## src/rtl/dump_pkg.sv

```systemverilog
// Shared encodings and constants for the RAM dump reader and related address walkers.
package dump_pkg;

    typedef enum logic [1:0] {
        IDLE    = 2'd0,
        ISSUE   = 2'd1,
        PRESENT = 2'd2,
        DONE    = 2'd3
    } dump_state_e;

    localparam int unsigned WORD_BYTES    = 4;
    localparam logic        MEM_RW_READ   = 1'b0;
    localparam logic        MEM_SIZE_WORD = 1'b1;

endpackage

```

## src/rtl/dump_addr_ctr.sv

```systemverilog
// Loadable word-stride byte-address counter with a combinational last-address compare.
module dump_addr_ctr
    import dump_pkg::*;
#(
    parameter int unsigned ADDR_W = 8
) (
    input  logic              clk,
    input  logic              rst_n,
    input  logic              load,
    input  logic              inc,
    input  logic [ADDR_W-1:0] load_addr,
    input  logic [ADDR_W-1:0] last_addr,
    output logic [ADDR_W-1:0] addr,
    output logic              is_last_c
);

    // Load has priority; the caller never increments past last_addr, so no wrap occurs.
    always_ff @(posedge clk or negedge rst_n) begin
        if (!rst_n) begin
            addr <= '0;
        end else if (load) begin
            addr <= load_addr;
        end else if (inc) begin
            addr <= addr + ADDR_W'(WORD_BYTES);
        end
    end

    assign is_last_c = (addr == last_addr);

endmodule

```

## src/rtl/ram_dump_reader.sv

```systemverilog
// Walks a word-aligned RAM window and streams each word with its byte address over valid/ready.
// Optional build macro DUMP_SKIP_ZERO_EN: all-zero words are skipped and not counted.
module ram_dump_reader
    import dump_pkg::*;
#(
    parameter int unsigned ADDR_W     = 8,
    parameter int unsigned START_ADDR = 0,
    parameter int unsigned END_ADDR   = 252
) (
    input  logic              clk,
    input  logic              rst_n,
    input  logic              start,
    input  logic              abort,
    output logic              mem_enable,
    output logic              mem_read_write,
    output logic              mem_size,
    output logic [ADDR_W-1:0] mem_address,
    input  logic [31:0]       mem_data_out,
    output logic              dump_valid,
    input  logic              dump_ready,
    output logic [31:0]       dump_data,
    output logic [ADDR_W-1:0] dump_addr,
    output logic              busy,
    output logic              done,
    output logic [ADDR_W-2:0] words_sent
);

    dump_state_e       state;
    logic [ADDR_W-1:0] cur;
    logic              is_last;
    logic              skip_word;
    logic              ctr_load;
    logic              ctr_inc;

    assign mem_read_write = MEM_RW_READ;
    assign mem_size       = MEM_SIZE_WORD;
    assign mem_address    = cur;

`ifdef DUMP_SKIP_ZERO_EN
    assign skip_word = (mem_data_out == 32'h0);
`else
    assign skip_word = 1'b0;
`endif

    // Counter moves on an accepted non-last word, or on a skipped non-last word.
    always_comb begin
        ctr_load = 1'b0;
        ctr_inc  = 1'b0;
        if (state == IDLE && start) begin
            ctr_load = 1'b1;
        end
        if (!abort && !is_last) begin
            if (state == PRESENT && dump_ready) begin
                ctr_inc = 1'b1;
            end
            if (state == ISSUE && skip_word) begin
                ctr_inc = 1'b1;
            end
        end
    end

    dump_addr_ctr #(
        .ADDR_W(ADDR_W)
    ) u_addr_ctr (
        .clk       (clk),
        .rst_n     (rst_n),
        .load      (ctr_load),
        .inc       (ctr_inc),
        .load_addr (ADDR_W'(START_ADDR)),
        .last_addr (ADDR_W'(END_ADDR)),
        .addr      (cur),
        .is_last_c (is_last)
    );

    always_ff @(posedge clk or negedge rst_n) begin
        if (!rst_n) begin
            state      <= IDLE;
            mem_enable <= 1'b0;
            dump_valid <= 1'b0;
            dump_data  <= '0;
            dump_addr  <= '0;
            busy       <= 1'b0;
            done       <= 1'b0;
            words_sent <= '0;
        end else begin
            done <= 1'b0;
            case (state)
                IDLE: begin
                    if (start) begin
                        state      <= ISSUE;
                        mem_enable <= 1'b1;
                        busy       <= 1'b1;
                        words_sent <= '0;
                    end
                end
                ISSUE: begin
                    if (abort) begin
                        state      <= IDLE;
                        mem_enable <= 1'b0;
                        busy       <= 1'b0;
                    end else if (skip_word) begin
                        // Skipped word: stay in ISSUE on the next address, or finish.
                        if (is_last) begin
                            state      <= DONE;
                            mem_enable <= 1'b0;
                            done       <= 1'b1;
                        end
                    end else begin
                        state      <= PRESENT;
                        mem_enable <= 1'b0;
                        dump_valid <= 1'b1;
                        dump_data  <= mem_data_out;
                        dump_addr  <= cur;
                    end
                end
                PRESENT: begin
                    if (abort) begin
                        state      <= IDLE;
                        dump_valid <= 1'b0;
                        busy       <= 1'b0;
                    end else if (dump_ready) begin
                        dump_valid <= 1'b0;
                        words_sent <= words_sent + 1'b1;
                        if (is_last) begin
                            state <= DONE;
                            done  <= 1'b1;
                        end else begin
                            state      <= ISSUE;
                            mem_enable <= 1'b1;
                        end
                    end
                end
                DONE: begin
                    state <= IDLE;
                    busy  <= 1'b0;
                end
                default: begin
                    state <= IDLE;
                end
            endcase
        end
    end

endmodule

```

## config.mk

```make
export PLATFORM = sky130hd
export DESIGN_NAME = ram_dump_reader
export DESIGN_NICKNAME = d
export VERILOG_FILES = /design/src/rtl/dump_pkg.sv /design/src/rtl/dump_addr_ctr.sv /design/src/rtl/ram_dump_reader.sv
export SDC_FILE = /design/constraint.sdc
export NUM_CORES = 1
export LEC_CHECK = 0
export CORE_MARGIN = 10
export CORE_UTILIZATION = 44
export CTS_CLUSTER_DIAMETER = 40
export DETAILED_ROUTE_END_ITERATION = 7
export PLACE_DENSITY = 0.84
export REMOVE_ABC_BUFFERS = 1
export SETUP_SLACK_MARGIN = 0.05
export SLEW_MARGIN = 10
export SYNTH_ARGS = -nofsm -noshare
export SYNTH_HDL_FRONTEND = slang
export SYNTH_SLANG_ARGS = --single-unit
```

## constraint.sdc

```tcl
create_clock -name clk -period 2.35 [get_ports clk]
set_input_delay 0.47 -clock clk [delete_from_list [all_inputs] [get_ports clk]]
set_output_delay 0.47 -clock clk [all_outputs]
set_load 0.05 [all_outputs]
```

# == Word level (Yosys, flattened, before mapping) ==
# Index checks and enable logic that the tools add are counted.
# op_classes
n_addsub,2
n_eq_ne,11
muxes,30
bitwise_logic,1
reduce_logical,17
# ops
operator,count
$mux W7,3
$mux W8,2
$mux W1,15
$pmux W7 S2,1
$mux W2,5
$ne A2 B2 Y1 const B,5
$add A8 B3 Y8 const B,1
$eq A8 B8 Y1 const B,1
$pmux W2 S4,1
$add A7 B1 Y7 const B,1
$pmux W1 S3,2
$reduce_and A2 Y1,3
$reduce_bool A2 Y1,3
$reduce_and A5 Y1,1
$eq A2 B2 Y1 const B,2
$reduce_and A4 Y1,1
$logic_and A1 B1 Y1,3
$ne A3 B3 Y1 const B,1
$reduce_and A3 Y1,1
$reduce_bool A3 Y1,1
$eq A2 B1 Y1 const B,1
$logic_not A1 Y1,2
$logic_not A2 Y1,1
$ne A2 B1 Y1 const B,1
other kinds (3),3
# totals
regBits,61
in_bits,37
out_inout_bits,61
elab_cells,70

# == Longest topological paths before layout ==
# logic_depth
depth_word,6
ltp_mapped,8

# == By module ==
# A second synthesis with hierarchy kept.
# unflattened
cells_unflattened,228
area_unflattened_um2,3016.6
# modules_own_cells
mod,instances,cells_each,area_each_um2
ram_dump_reader,1,179,2536.2
dump_addr_ctr,1,49,480.5

# == Least setup slack after synthesis ==
# No wires, ideal clock.
# synth_timing
path_kind,register to register
startpoint,reg u_addr_ctr.addr[2]
endpoint,reg u_addr_ctr.addr[3]
setup_ns,0.128
arrival_ns,1.669
slack_ns,0.553
path_stages_with_launch,6
n_path_buf,0
path_cell_list,dfrtp_1 > ha_1 > nand2_1 > o21ai_0 > mux2i_1 > nor2_1
# synth_between
elab_chain_len,5
# synth_lines
element,line_no,text
from (decl),dump_addr_ctr.sv:13,"output logic [ADDR_W-1:0] addr,"
from (signal assigned),dump_addr_ctr.sv:22,addr <= load_addr;
from (signal assigned),dump_addr_ctr.sv:24,addr <= addr + ADDR_W'(WORD_BYTES);
branches (longest 5 deep; another with $add A8 B3 Y8),--,
# Parallel ways; which one is timed is not known. The select of a mux whose other input is x is not followed.
# A chain may end at the register's enable or synchronous reset.

# == Worst setup path after layout ==
# layout_timing
startpoint,reg u_addr_ctr.addr[2]
endpoint,out mem_address[2]
# layout_lines
element,line_no,text
to (decl),ram_dump_reader.sv:17,"output logic [ADDR_W-1:0] mem_address,"
# No word-level cell between the ends.

==> results.txt <==
Status -> completed
Top Usage Layer GRT -> met2
Power density over cell area -> 1364 nW/um^2
PortBufs -> 91
Worst Path Max Fanout -> 7
CTS Root Cell -> clkbuf_8
Critical path type -> reg2out
Hold_buf cts -> 0
Synth Register Bits -> 57
Main flop type after synthesis -> dfrtp_1
Post-CTS setup buffer count -> 0
Slew Limit Fails -> 0
CP Data Arrival Time -> 1.70 ns
Fmax -> 461.8 MHz
Met2 usage -> 0.2253
Initial Utilization -> 0.4494
Worst-Margin Slew -> 0.5937 ns
Register area share after synthesis -> 0.5393
Ranking of synthesized cells by area -> dfrtp_1, mux2_2, ha_1
# rows -> 28
Drt initial violations -> 139
GRT Residual Overflow -> 0
Slew Limit Headroom -> 0.6034
Share of the synthesized area in the top cell type -> 0.5393
Commonest non-fill, non-tap cells in the layout -> clkdlybuf4s50_1, dfrtp_1, mux2_2
Pre-Repair DR Iteration Count -> 4
RSZ-0062 raised after global routing -> false
FFs w/ async S/R, synth -> 1.000
Final core utilization -> 0.6431
Cell taking the most area after synthesis -> dfrtp_1
Clock buffer count from CTS -> 9
Crit end category -> output port
Post-CTS Resized -> 0
Crit path max-delay family -> buffers and inverters
Post-DRT Antenna Nets -> 0
Die Ht -> 97.54 um
CTS Buffer Depth -> 2
CP max stage delay -> 0.87 ns
Synth Warn # -> 0
Clock sinks -> 57
Gpl congestion -> 0.7868
Leakage -> 1.616 nW
TritonCTS clock tree -> yes
Most common cell after layout, fill and taps aside -> clkdlybuf4s50_1
Fillers -> 471
Layout cells sized above 1 -> 0.1937
CP Buf/Inv Count -> 1
Clock skew -> 0.005943 ns
Vias in the first global route -> 2063
Cells along the critical path -> clkdlybuf4s50_1
Antenna Cells -> 0
Top Ports -> 98
M3 GR Usage -> 0.05832
DRC -> 0
Vias -> 2045
Syn Area/Cell -> 12.19 um^2
Hold Path Class -> in2async
Clock slew at reported path FFs -> 0.06 ns
Cell count after synthesis -> 217
Final setup fails -> 0
Layout area overhead -> 43.09%
Mapped Area -> 2645 um^2
Total power -> 5.161 mW
Die area -> 9513 um^2
Maxcap violations -> 0
Die Span X -> 97.54 um
Fin worst setup slack -> 0.1845 ns
DR WL/cell -> 17.11 um
Max VDD drop -> 0.0008436 V
Worst skew pair latency -> 0.32 ns
Final HPWL DP -> 4981 um
Core area -> 5886 um^2
Minimum clock period -> 2.165 ns
Drt total wl -> 6674 um
Register area -> 1426 um^2
Vias per cell -> 5.244
Initial antenna violation count -> 0
Final worst-path cycle share -> 0.9215
Total track usage -> 0.1397
Netlist cell types -> 45
Total negative slack -> 0 ns
Final hold violation count -> 0
Area of the multi-input gates -> 1095 um^2
Final nets -> 354
First-pass GRT wire length -> 10930 um
Required time worst endpoint -> 1.88 ns
Pre-CTS setup slack -> 0.1557 ns
Number of synthesized flops with an enable pin -> 0
Pin count of the biggest net entering global routing -> 40
CP Launch Type -> register
GR Util met1 -> 0.1648
Critical-path top delay cell -> clkdlybuf4s50_1
Htree depth -> 3
## cell usage after synthesis (2+ instances only)
cell / count
a21oi_1: 7
a22oi_1: 2
and2_1: 2
and3_1: 2
buf_2: 5
buf_4: 7
buf_6: 3
conb_1: 2
dfrtp_1: 57
ha_1: 6
inv_1: 5
mux2_2: 39
mux2i_1: 2
nand2_1: 12
nand2b_1: 2
nand3_1: 8
nand4_1: 2
nor2_1: 9
nor2b_1: 3
nor3_1: 3
o211ai_1: 5
o21ai_0: 7
or4_1: 2
xor2_1: 4
## cells by family (layout without fill, tap and decap cells)
kind of cell    Yosys count  count (layout)  synth area share
xor+xnor                  4               4           0.01324
mux                      41              41            0.1736
flops                    57              57            0.5393
fa+ha+maj                 6               6           0.02838
other cells               2               6          0.002839
compound gates           33              33           0.08468
simple gates             52              52            0.1055
buf+inv                  22             116           0.05250
## state kept, by name (all words and copies together) (netlist names)
| signal | count |
|---|---|
| dump_data | 32 |
| mem_enable | 1 |
| words_sent | 7 |
| dump_addr | 6 |
| done | 1 |
| u_addr_ctr.addr | 6 |
| state | 2 |
| dump_valid | 1 |
| busy | 1 |
## power by group
group / total (mW) / switching (mW) / internal (mW)
Sequential: 1.50 / 0.180 / 1.32
Clock: 0.893 / 0.355 / 0.538
Combinational: 2.77 / 1.74 / 1.03
Total: 5.16 / 2.28 / 2.89
## per-stage QoR
stage / hold WS [ns] / instance area (um^2) / std cells
final: 0.1377 / 3785 / 390
after global routing: 0.1499 / 3785 / 390
after CTS: 0.1362 / 3785 / 390
after detailed placement: 0.4878 / 3590 / 375
after global placement: 0.4876 / 3590 / 375
after floorplan: 0.1744 / 2540 / 204
## path summary, 6_finish.rpt
kind                                                 from                        end  slack [ns]  depth (start not counted)
max                        u_addr_ctr.addr[2]$_DFFE_PN0P_             mem_address[2]        0.18                          1
min                                                 rst_n  dump_data[22]$_DFFE_PN0P_        0.14                          1
max reg2reg                          state[0]$_DFFE_PN0P_  words_sent[6]$_DFFE_PN0P_        0.36                          6
min reg2reg                      dump_data[2]$_DFFE_PN0P_   dump_data[2]$_DFFE_PN0P_        0.50                          1
max in group asynchronous                           rst_n  dump_data[13]$_DFFE_PN0P_        1.56                          2
min in group clk                 dump_data[2]$_DFFE_PN0P_   dump_data[2]$_DFFE_PN0P_        0.50                          1
## per-layer routing
| metal | share of wire | up-vias |
|---|---|---|
| li1 | - | 955 |
| met1 | 0.43 | 1016 |
| met2 | 0.49 | 69 |
| met3 | 0.070 | 5 |
| met4 | 0.0066 | 0 |
| met5 | 0 | - |
## cell type report
cell class	instances	share of cell area
clock inverter	3	0.01058
timing repair buffer	96	0.2526
sequential	57	0.3769
tap	75	0.02479
clock buffer	12	0.04099
inverter	5	0.004959
multi-input combinational	142	0.2893
(Power assumes the default switching activity.)
